[src/rtl/usr_seq.sv]
// Command sequencer for univ_shift_reg: takes a word, direction and shift count over
// valid/ready and plays them out as one LOAD, the requested shifts, then a hold.
module usr_seq #(
  parameter int N  = 4,
  parameter int CW = $clog2(N + 1)
) (
  input  logic          clk,
  input  logic          reset,
  input  logic          in_valid,
  output logic          in_ready,
  input  logic [N-1:0]  in_data,
  input  logic          in_dir,
  input  logic [CW-1:0] in_shamt,
  output logic [1:0]    ctrl,
  output logic [N-1:0]  d,
  output logic          busy,
  output logic          done,
  output logic [1:0]    dbg_state
);

  // Handshake: a command transfers on a rising edge where in_valid and in_ready are both
  // high (and reset is high); the upstream holds in_valid and its payload until then.

  typedef enum logic [1:0] {
    S_IDLE  = 2'd0,
    S_LOAD  = 2'd1,
    S_SHIFT = 2'd2,
    S_DONE  = 2'd3
  } state_t;

  localparam logic [1:0] OP_HOLD  = 2'b00;
  localparam logic [1:0] OP_SHL   = 2'b01;
  localparam logic [1:0] OP_SHR   = 2'b10;
  localparam logic [1:0] OP_LOAD  = 2'b11;

  localparam logic [CW-1:0] SHAMT_MAX = CW'(N);

  state_t        state_q, state_d;
  logic [1:0]    ctrl_q, ctrl_d;
  logic [N-1:0]  d_q, d_d;
  logic          dir_q, dir_d;
  logic [CW-1:0] cnt_q, cnt_d;
  logic          busy_q, busy_d;
  logic          done_q, done_d;

  logic [CW-1:0] shamt_sat;
  logic [1:0]    shift_op;

  assign shamt_sat = (in_shamt > SHAMT_MAX) ? SHAMT_MAX : in_shamt;
  assign shift_op  = dir_q ? OP_SHR : OP_SHL;

  // Outputs are computed for the state being entered so they are registered alongside it.
  always_comb begin
    state_d = state_q;
    ctrl_d  = OP_HOLD;
    d_d     = d_q;
    dir_d   = dir_q;
    cnt_d   = cnt_q;
    busy_d  = 1'b0;
    done_d  = 1'b0;
    case (state_q)
      S_IDLE: begin
        if (in_valid) begin
          state_d = S_LOAD;
          ctrl_d  = OP_LOAD;
          d_d     = in_data;
          dir_d   = in_dir;
          cnt_d   = shamt_sat;
          busy_d  = 1'b1;
        end
      end
      S_LOAD: begin
        busy_d = 1'b1;
        if (cnt_q != '0) begin
          state_d = S_SHIFT;
          ctrl_d  = shift_op;
        end else begin
          state_d = S_DONE;
          done_d  = 1'b1;
        end
      end
      S_SHIFT: begin
        busy_d = 1'b1;
        cnt_d  = cnt_q - CW'(1);
        if (cnt_q == CW'(1)) begin
          state_d = S_DONE;
          done_d  = 1'b1;
        end else begin
          ctrl_d = shift_op;
        end
      end
      S_DONE: begin
        state_d = S_IDLE;
      end
      default: begin
        state_d = S_IDLE;
      end
    endcase
  end

  always_ff @(posedge clk) begin
    if (!reset) begin
      state_q <= S_IDLE;
      ctrl_q  <= OP_HOLD;
      d_q     <= '0;
      dir_q   <= 1'b0;
      cnt_q   <= '0;
      busy_q  <= 1'b0;
      done_q  <= 1'b0;
    end else begin
      state_q <= state_d;
      ctrl_q  <= ctrl_d;
      d_q     <= d_d;
      dir_q   <= dir_d;
      cnt_q   <= cnt_d;
      busy_q  <= busy_d;
      done_q  <= done_d;
    end
  end

  assign in_ready  = (state_q == S_IDLE);
  assign ctrl      = ctrl_q;
  assign d         = d_q;
  assign busy      = busy_q;
  assign done      = done_q;
  assign dbg_state = state_q;

endmodule

[config.mk]
export PLATFORM = sky130hd
export DESIGN_NAME = usr_seq
export DESIGN_NICKNAME = d
export VERILOG_FILES = /design/src/rtl/usr_seq.sv
export SDC_FILE = /design/constraint.sdc
export NUM_CORES = 1
export LEC_CHECK = 0
export BUFFER_PORTS_ARGS = -buffer_cell sky130_fd_sc_hd__buf_2
export CORE_MARGIN = 2
export CORE_UTILIZATION = 53
export CTS_CLUSTER_SIZE = 8
export DETAILED_ROUTE_END_ITERATION = 16
export GPL_TIMING_DRIVEN = 0
export PLACE_DENSITY = 0.8
export SLEW_MARGIN = 20
export SYNTH_ARGS = -nofsm -noshare
export SYNTH_HDL_FRONTEND = slang
export SYNTH_SLANG_ARGS = --single-unit
[constraint.sdc]
create_clock -name clk -period 4.37 [get_ports clk]
set_input_delay 0.874 -clock clk [delete_from_list [all_inputs] [get_ports clk]]
set_output_delay 0.874 -clock clk [all_outputs]
set_load 0.02 [all_outputs]
== Word-level counts from Yosys, hierarchy flattened ==
Index checks and enable logic that the tools add are counted.
Operators by class
  reduce and logical (&&, ||, !) cells: 7
  add/sub/neg operators: 1
  mux-type cells: 17
  order comparisons: 1
  equal/unequal tests: 6
Operators by type and width (count)
  2-to-1 mux 2 bit: 6
  one-hot mux 2 bit (4 select lines): 1
  2-to-1 mux 3 bit: 2
  one-hot mux 2 bit (3 select lines): 1
  one-hot mux 3 bit (2 select lines): 1
  AND reduction 2 bit: 3
  == test 2 bit (second input constant): 2
  2-to-1 mux 1 bit: 4
  inequality test 2 bit (second input constant): 2
  one-hot mux 1 bit (2 select lines): 2
  == test 3 x 1 -> 1 bit (second input constant): 1
  > comparator 3 bit (second input constant): 1
  nonzero test 3 bit: 1
  subtractor 3 x 1 -> 3 bit (second input constant): 1
  == test 2 x 1 -> 1 bit (second input constant): 1
  zero test 2 bit: 1
  nonzero test 2 bit: 1
  OR reduction 2 bit: 1
Storage, ports and cells
  flip-flop bits (word level): 14
  logic and storage cells: 39
  output and inout bits: 11
  bits of input ports: 11

== Depth between registers and ports, before layout ==
Gate-level depths: netlist (run 1).
  depth after elaboration: 4
  gate-level depth with buffers: 7
  mapped depth without buffers: 6

== Worst setup path after synthesis (run 1) ==
OpenSTA, ideal clock, no wires.
  kind: register -> output
  start point: register state_q[0], in the netlist dbg_state[0]
  end point: output in_ready
  required time: 3496 ps
  arrival: 921 ps
  slack: 2575 ps
  stages on the path, launching flop included: 3
  buffers on the path: 0
  cell sequence: dfxtp_1 inv_1 ha_1
On the way
  longest elaborated chain between the ends: 1
RTL lines
  from (decl): line 38  | state_t state_q, state_d;
  from (signal assigned): line 111  | state_q <= state_d;
  zero test 2 bit: line 121  | assign in_ready = (state_q == S_IDLE);
  to (decl): line 10  | output logic in_ready,
No other way between the ends.

== Final worst setup path (run 1) ==
Same ends and word-level chain as after synthesis.

==> results of run 1 <==
==> where the power goes <==
part	internal, uW	switching [uW]
combinational	118	171
clock	50.8	42.6
sequential	165	20.3
==> critical path, delay by kind of cell, from the launching register on <==
| kind | cells | cell delay (ns) |
|---|---|---|
| flip-flops | 1 | 0.41 |
| buffers and inverters | 2 | 0.29 |
| adder cells (fa/ha/maj) | 1 | 0.24 |
==> sequential cells by signal, summed over array words and instances, names as in the netlist <==
register	cells
ctrl	2
cnt_q	3
dbg_state	2
busy	1
dir_q	1
d	4
done	1
==> metrics by stage <==
step | area [um2] | worst slack (ns) | utilization, %
2_1_floorplan | 768 | 2.58 | -
3_3_place_gp | 887 | 2.60 | 66.5
3_5_place_dp | 887 | 2.58 | 66.5
4_1_cts | 923 | 2.26 | 69.2
5_1_grt | 923 | 2.15 | 69.2
6_report | 923 | 2.28 | 69.2
==> cells by family after synthesis <==
logic type,Yosys count
buf+inv,12
fa+ha+maj,8
flops,14
compound gates,19
mux,2
simple gates,30
==> synth_stat cells <==
cell type   n
nor3b_1     1
dfxtp_1    14
and4b_1     1
o22ai_1     1
nor2_1      4
a31oi_1     1
a21oi_2     2
buf_4       1
buf_6       1
a211oi_2    1
o221ai_1    1
nand3_1     7
clkbuf_4    1
nand2_1     7
nor2b_1     1
a211oi_1    2
and2_1      1
nor4b_1     1
inv_1       8
clkinv_1    1
nand2_2     1
o21ai_1     2
mux2i_1     1
ha_1        8
nand2b_1    3
a21oi_1     9
nor2b_4     1
nor3_2      2
mux2i_4     1
==> final cells by class <==
| class | count | area [um2] |
|---|---|---|
| Buffer | 3 | 26.3 |
| Clock buffer | 4 | 36.3 |
| Fill cell | 112 | 410 |
| Inverter | 9 | 33.8 |
| Multi-Input combinational cell | 59 | 428 |
| Sequential cell | 14 | 280 |
| Tap cell | 15 | 18.8 |
| Timing Repair Buffer | 20 | 100 |
==> routing by layer <==
metal  vias up  routed length [um]
li1        338                   -
met3         5                  82
met1       288                 630
met4         0                  36
met2        19                 659
met5         -                   0
==> how the worst max path moves through the flow <==
stage                  from       end  slack (ns)
3_3_place_gp   dbg_state[0]  in_ready        2.60
6_report       dbg_state[0]  in_ready        2.28
3_5_place_dp   dbg_state[0]  in_ready        2.58
5_1_grt        dbg_state[0]  in_ready        2.15
4_1_cts        dbg_state[0]  in_ready        2.26
2_1_floorplan  dbg_state[0]  in_ready        2.58
==> impl_metrics.ini, run 1 <==
[run_status]
outcome = complete, no violations

[global_route]
grt_pass1_vias = 580
antenna_found_initial = 0
grt_overflow = 0
grt_first_pass_wirelength_um = 2400
use_met3_pct = 5.17
grt_usage_pct = 18.6
grt_start_max_net_pins = 11
met2_usage_pct = 30.3
grt_busiest_layer = met2
gr-usage-met1_pct = 21.4

[clock_network]
cts_tree = done
hold_buffers = 0
clkTransAtPathRegs_ns = 0.09
clk_latency_ns = 0.29
cts_buffer_depth = 2
cts_buffers = 3
root_buffer = clkbuf_4
cts.repair.resized = 0
htree_levels = 1
cts_setup_buffers = 0
cts_sinks = 14

[critical_path]
r2r_end = cnt_q[0]
required_ns = 3.50
reg2reg_slack_ns = 2.71
cp_slowest_cell = dfxtp_1
rr_worst_depth = 7
start_kind = flip-flop
r2r-start = dbg_state[0]
worstPathArrival_ns = 1.22
end_kind = output pin
critPathMaxStageDelay_ns = 0.41
cp_cell_sequence = inv_1, ha_1, buf_2
critPathKind = reg2out
cp_max_fo = 5

[sta]
slew_headroom_pct = 79.7
hold_violations = 0
min_period_ns = 2.09
worst_pin_slew_ns = 0.300
fmax_ghz = 0.478
setup_tns_ns = 0
finalSetupViolations = 0
hold-worst-slack_ns = 0.452
rsz0062_at_grt = no
fin_skew_ns = 0.00770
drv_slew = 0
period_share_pct = 47.9

[hold_path]
hold_class = reg2reg
min_delay_path_depth = 2
hold_end = d[3]
worstHoldStart = d[3]

[power_and_ir_drop]
p_leak_uw = 0.000421
finalPower_uw = 568
power_density_nw_per_um2 = 615
ir_worst_vdd_mv = 0.296

[final_layout]
final_common_cell = buf_2
final_cell_mix = 20 x buf_2, 14 x dfxtp_1, 9 x a21oi_1
fin_nets = 129
drive_gt1_share_pct = 32.1
finalNonFillerCells = 124
antenna_cells = 0
area_delta_synth_final_pct = 20.2

[place]
post-dp-hpwl_um = 1090
port-buffer-count = 20
gp_congestion = 0.849
dp.cells = 120

[run]
drv_cap = 0

[yosys]
synth_fa_ha_area_share_pct = 13.0
yosys-top-cells-area = dfxtp_1 36%, ha_1 13%, a21oi_1 5.9%, nand3_1 4.6%, inv_1 3.9%
synth_cells = 85
synth_area_leader_cell = dfxtp_1
syn_avg_cell_area_um2 = 9.04
ys_warn_count = 0
ys_seq_area_share_pct = 36.5
ys_types = 29
ys_ff_latch = 14
yosys.area_share.simple_pct = 22.6
synth_compound_area_share_pct = 15.8
synth_nets = 104
netlist_area_um2 = 768
synth_top_family_by_area = simple AND/OR/NAND/NOR gates
synthMuxAreaShare_pct = 4.23
synth.top_cell.area_share_pct = 36.5
synth_xor_area_share_pct = 0

[floorplanning]
dieWidth_um = 42.1
core_um2 = 1330
io_pins = 22
start_util_pct = 57.6
fp-row-count = 13
fp.dieH_um = 42.1
dieArea_um2 = 1770

[drt]
drcViolationCount = 0
drtPass1Iterations = 4
via_per_inst = 5.24
drt_iter0_drc = 7
routedWlPerCell_um = 11.4
ant_nets = 0
dr_total_vias = 650
drt_wl_total_um = 1410
Note: power is estimated with default switching activity, not from simulation.
==> run 2: changes to the inputs <==
- ABC_AREA: unset -> 1
- CORE_UTILIZATION: 53 -> 43
- PLACE_DENSITY: 0.8 -> 0.71
- clock period: 4.37 -> 1.8 ns (I/O delays scaled with it)
==> run 2 against run 1 <==
  * Clock skew shrank 0.0044 ns
  * Largest power group unchanged
  * Die area grew 12%
  * Non-clock buffer count shrank 2
  * Clock-buffer cell count is the same
  * First-iteration DRC count shrank 14%
  * Flip-flop and latch count is the same
  * Utilization shrank 12 points
==> impl_metrics.ini, run 2 <==
[run_status]
outcome = complete, no violations

[clock_network]
cts_setup_buffers = 0
htree_levels = 1
cts_buffers = 3
clkTransAtPathRegs_ns = 0.08
cts.repair.resized = 0
cts_sinks = 14
hold_buffers = 0
cts_buffer_depth = 2
cts_tree = done
root_buffer = clkbuf_4
clk_latency_ns = 0.28

[critical_path]
cp_top_family = flip-flops
reg2reg_slack_ns = 0.32
path_buf_inv = 2
required_ns = 1.44
crit_cells = 3
cp_max_fo = 5
critPathKind = reg2out
rr_worst_depth = 8
worstSetupEndpoint = in_ready
start_kind = flip-flop
r2r-start = dbg_state[0]
cp_slowest_cell = dfxtp_1
r2r_end = cnt_q[2]
crit_start = dbg_state[1]
cp_cell_sequence = inv_1, ha_2, buf_2
worstPathArrival_ns = 1.26
end_kind = output pin
critPathMaxStageDelay_ns = 0.36

[yosys]
ys.flop_type = dfxtp_1
ys_top_cells_by_count = 14 x dfxtp_1, 12 x inv_1, 12 x nand2_1, 12 x nor2_1, 8 x ha_1
netlist_area_um2 = 707
synth.top_cell.area_share_pct = 39.6
synth_edf_count = 0
synth_cells = 89
synth_area_leader_cell = dfxtp_1
yosysMostFrequentCell = dfxtp_1
ys_seq_area_share_pct = 39.6
synthArstFlopShare_pct = 0
ys_types = 18
syn_avg_cell_area_um2 = 7.94
ys_warn_count = 0
synth_nets = 108
yosys-top-cells-area = dfxtp_1 40%, ha_1 14%, inv_1 6.4%, nand2_1 6.4%, nor2_1 6.4%
ys_ff_latch = 14

[final_layout]
fin_nets = 134
final_common_cell = buf_2
fin_area_um2 = 871
antenna_cells = 0
final_cell_mix = 21 x buf_2, 14 x dfxtp_1, 12 x inv_1, 12 x nor2_1, 12 x nand2_1
area_delta_synth_final_pct = 23.2
num-fill-cells = 151
drive_gt1_share_pct = 28.1
largest_register_ffs = 4

[global_route]
grt_first_pass_wirelength_um = 2220
antenna_found_initial = 0
grt_pass1_vias = 550
grt_start_max_net_pins = 10
grt_usage_pct = 15.3
grt_overflow = 0

[sta]
slew_headroom_pct = 85.4
setup_ws_ns = 0.184
hold_violations = 0
worst_pin_slew_ns = 0.218
fmax_ghz = 0.619
period_share_pct = 89.8
min_period_ns = 1.62
drv_slew = 0
rsz0062_at_grt = no
finalSetupViolations = 0
setup_tns_ns = 0
fin_skew_ns = 0.00326

[place]
gp_congestion = 0.824
pre_cts_ws_ns = 0.341
post-dp-hpwl_um = 1060
port-buffer-count = 21
place_area_um2 = 832

[drt]
drt_wl_total_um = 1330
drtPass1Iterations = 4
top_layer = met4
routedWlPerCell_um = 10.2
ant_nets = 0
drt_iter0_drc = 6
met1Wirelength_um = 615
met2WireLength_um = 628
dr_total_vias = 645
drcViolationCount = 0
via_per_inst = 4.96
wl_met3_um = 73

[floorplanning]
io_pins = 22
fp.dieH_um = 44.5
core_um2 = 1520
dieArea_um2 = 1980
fp-row-count = 14
dieWidth_um = 44.5
start_util_pct = 46.4

[power_and_ir_drop]
p_leak_uw = 0.000449
finalPower_uw = 1480
ir_worst_vdd_mv = 0.801
power_density_nw_per_um2 = 1700

[hold_path]
hold_class = in2reg
worstHoldStart = in_data[0]

[run]
drv_cap = 0
==> run 2: changes by cell type after synthesis, sizes merged, moves of 2 or more <==
cell    delta
nor2       +8
o21ai      +8
inv        +6
nand2      +5
a21oi      -4
a211oi     -3
nand2b     -3
buf        -2
mux2i      -2
nor2b      -2
nor3       -2
o211ai     +2
==> run 2: worst reg2reg max path: cells and delay by family (launching register included) <==
kind / cells / cell delay, ns
AND/OR/NAND/NOR: 4 / 0.39
flip-flops: 1 / 0.43
AO/OA/AOI/OAI: 1 / 0.05
adder cells (fa/ha/maj): 1 / 0.28
buffers and inverters: 2 / 0.22
==> run 2: how the worst min path moves through the flow <==
stage | slack, ns | depth (start not counted) | endpoint
global route | 0.34 | 3 | d[3]
floorplan | 0.44 | 2 | dir_q
global placement | 0.45 | 2 | dir_q
detailed placement | 0.46 | 2 | dir_q
finish | 0.34 | 3 | d[0]
CTS | 0.33 | 3 | d[0]
==> run 2: power breakdown <==
group	internal [uW]	switching [uW]	total [uW]
sequential	416	63.9	480
combinational	284	492	776
clock	123	98.9	222
total	823	655	1480
==> run 2: final cells by class <==
cell class                      count  area [um2]  area share [%]
Inverter                           14        52.6            6.03
Multi-Input combinational cell     61         377            43.2
Tap cell                           16        20.0            2.30
Clock buffer                        4        36.3            4.17
Sequential cell                    14         280            32.2
Timing Repair Buffer               21         105            12.1
==> run 2: logic make-up after synthesis <==
kind of cell | count (synthesis) | synth area share, %
fa+ha+maj | 8 | 14.2
compound gates | 22 | 19.5
buf+inv | 14 | 7.43
simple gates | 31 | 19.3
flops | 14 | 39.6
==> run 2: through the flow <==
step,hold WS [ns],util (%),cells
6_report,0.335,57.1,130
3_3_place_gp,0.453,54.6,126
4_1_cts,0.330,57.0,130
3_5_place_dp,0.462,54.6,126
2_1_floorplan,0.444,-,89
5_1_grt,0.339,57.1,130
==> run 2: metal layers <==
| layer | global-route usage, % | up-vias |
|---|---|---|
| met5 | 0 | - |
| met4 | 6.67 | 0 |
| met3 | 6.12 | 2 |
| met1 | 19.5 | 288 |
| met2 | 22.6 | 15 |
| li1 | - | 340 |
==> run 3: changes to the inputs <==
- CORE_MARGIN: 2 -> unset
==> run 3 against run 2 <==
  * Hold slack is essentially flat
  * Clock power fell by 25%
  * Sequential share of layout area rose by 0.61 points
  * Wire length is 1.4% lower
  * First-iteration DRC count increased by 83%
  * Register-to-register slack about the same
  * Non-clock buffer count stayed put
  * Global-route usage rose by 0.62 points
==> impl_metrics.ini, run 3 (synthesis gave the netlist of run 2 again) <==
[sta]
min_period_ns = 1.70
fin_skew_ns = 0.00183
hold_violations = 0
fmax_ghz = 0.589
drv_slew = 0
setup_tns_ns = 0
slew_headroom_pct = 82.4
worst_pin_slew_ns = 0.264
hold-worst-slack_ns = 0.335
period_share_pct = 94.2
finalSetupViolations = 0
rsz0062_at_grt = no

[floorplanning]
fp.dieH_um = 42.5
io_pins = 22
core_um2 = 1520
fp-row-count = 14
start_util_pct = 46.4
dieWidth_um = 42.5
dieArea_um2 = 1810

[clock_network]
cts_tree = done
cts_sinks = 14
cts.repair.resized = 0
root_buffer = clkbuf_4
cts_buffers = 3
cts_buffer_depth = 2
htree_levels = 1
hold_buffers = 0
clk_latency_ns = 0.27
clkTransAtPathRegs_ns = 0.08
cts_setup_buffers = 0

[global_route]
grt_start_max_net_pins = 10
grt_pass1_vias = 524
antenna_found_initial = 0
grt_overflow = 0
grt_usage_pct = 15.9
grt_first_pass_wirelength_um = 2170

[hold_path]
min_delay_path_depth = 3
worstHoldStart = in_data[2]
hold_end = d[2]
hold_class = in2reg

[drt]
ant_nets = 0
dr_total_vias = 637
drtPass1Iterations = 4
drt_iter0_drc = 11
routedWlPerCell_um = 10.1
via_per_inst = 4.94
drt_wl_total_um = 1310
drcViolationCount = 0

[power_and_ir_drop]
p_leak_uw = 0.000443
power_density_nw_per_um2 = 1660
ir_worst_vdd_mv = 0.783

[critical_path]
cp_slowest_cell = dfxtp_1
worstPathArrival_ns = 1.34
required_ns = 1.44
reg2reg_slack_ns = 0.32
end_kind = output pin
r2r-start = dbg_state[0]
critPathMaxStageDelay_ns = 0.44
critPathKind = reg2out
r2r_end = cnt_q[2]
cp_cell_sequence = inv_1, ha_1, buf_2
cp_max_fo = 6
rr_worst_depth = 8
start_kind = flip-flop

[place]
port-buffer-count = 21
post-dp-hpwl_um = 1010
gp_congestion = 0.794

[final_layout]
final_cell_mix = 21 x buf_2, 14 x dfxtp_1, 12 x inv_1, 12 x nor2_1, 12 x nand2_1
final_common_cell = buf_2
fin_nets = 134
largest_register_ffs = 4
drive_gt1_share_pct = 26.5
antenna_cells = 0
area_delta_synth_final_pct = 20.9

[run_status]
outcome = complete, no violations

[run]
drv_cap = 0
## run 3: cell types whose count changed in the layout (fill, tap and decap cells not counted), sizes merged
| cell | before | now |
|---|---|---|
| clkbuf | 4 | 3 |
## run 3: layer usage
metal / wire length, um / global-route usage (%)
met1: 601 / 20.1
met2: 625 / 24.3
met3: 71 / 6.47
met4: 10 / 5.63
met5: 0 / 0
## run 3: worst max-delay path by stage
stage,start,end,cells past startpoint
after floorplan,dbg_state[0],ctrl[0],6
after global placement,dbg_state[0],cnt_q[2],8
after detailed placement,dbg_state[0],cnt_q[2],8
after CTS,dbg_state[0],in_ready,3
after global routing,dbg_state[1],in_ready,3
final,dbg_state[0],in_ready,3
## run 3: critical path: cells and delay by family (launching register included)
kind	cells	cell delay, ns
flops	1	0.44
buf+inv	2	0.32
fa+ha+maj	1	0.31
## run 3: layout make-up
cell class | count | area [um2]
inverter | 14 | 52.6
timing repair buffer | 21 | 105
multi-input combinational | 61 | 374
fill | 157 | 669
tap | 16 | 20.0
sequential | 14 | 280
clock buffer | 3 | 22.5
## run 3: per-stage QoR
stage | total power [uW] | std cells | setup slack, ns | util, % | instance area [um2]
after floorplan | 1060 | 89 | 0.276 | - | 707
after global placement | 1230 | 126 | 0.390 | 54.6 | 832
after detailed placement | 1260 | 126 | 0.321 | 54.6 | 832
after CTS | 1430 | 129 | 0.104 | 56.1 | 855
after global routing | 1540 | 129 | 0.0254 | 56.1 | 855
final | 1410 | 129 | 0.104 | 56.1 | 855
## run 3: report_power, final
group / total [uW] / switching [uW] / internal [uW]
Sequential: 482 / 65.2 / 417
Clock: 167 / 89.7 / 77.3
Combinational: 766 / 489 / 277
Total: 1410 / 643 / 771
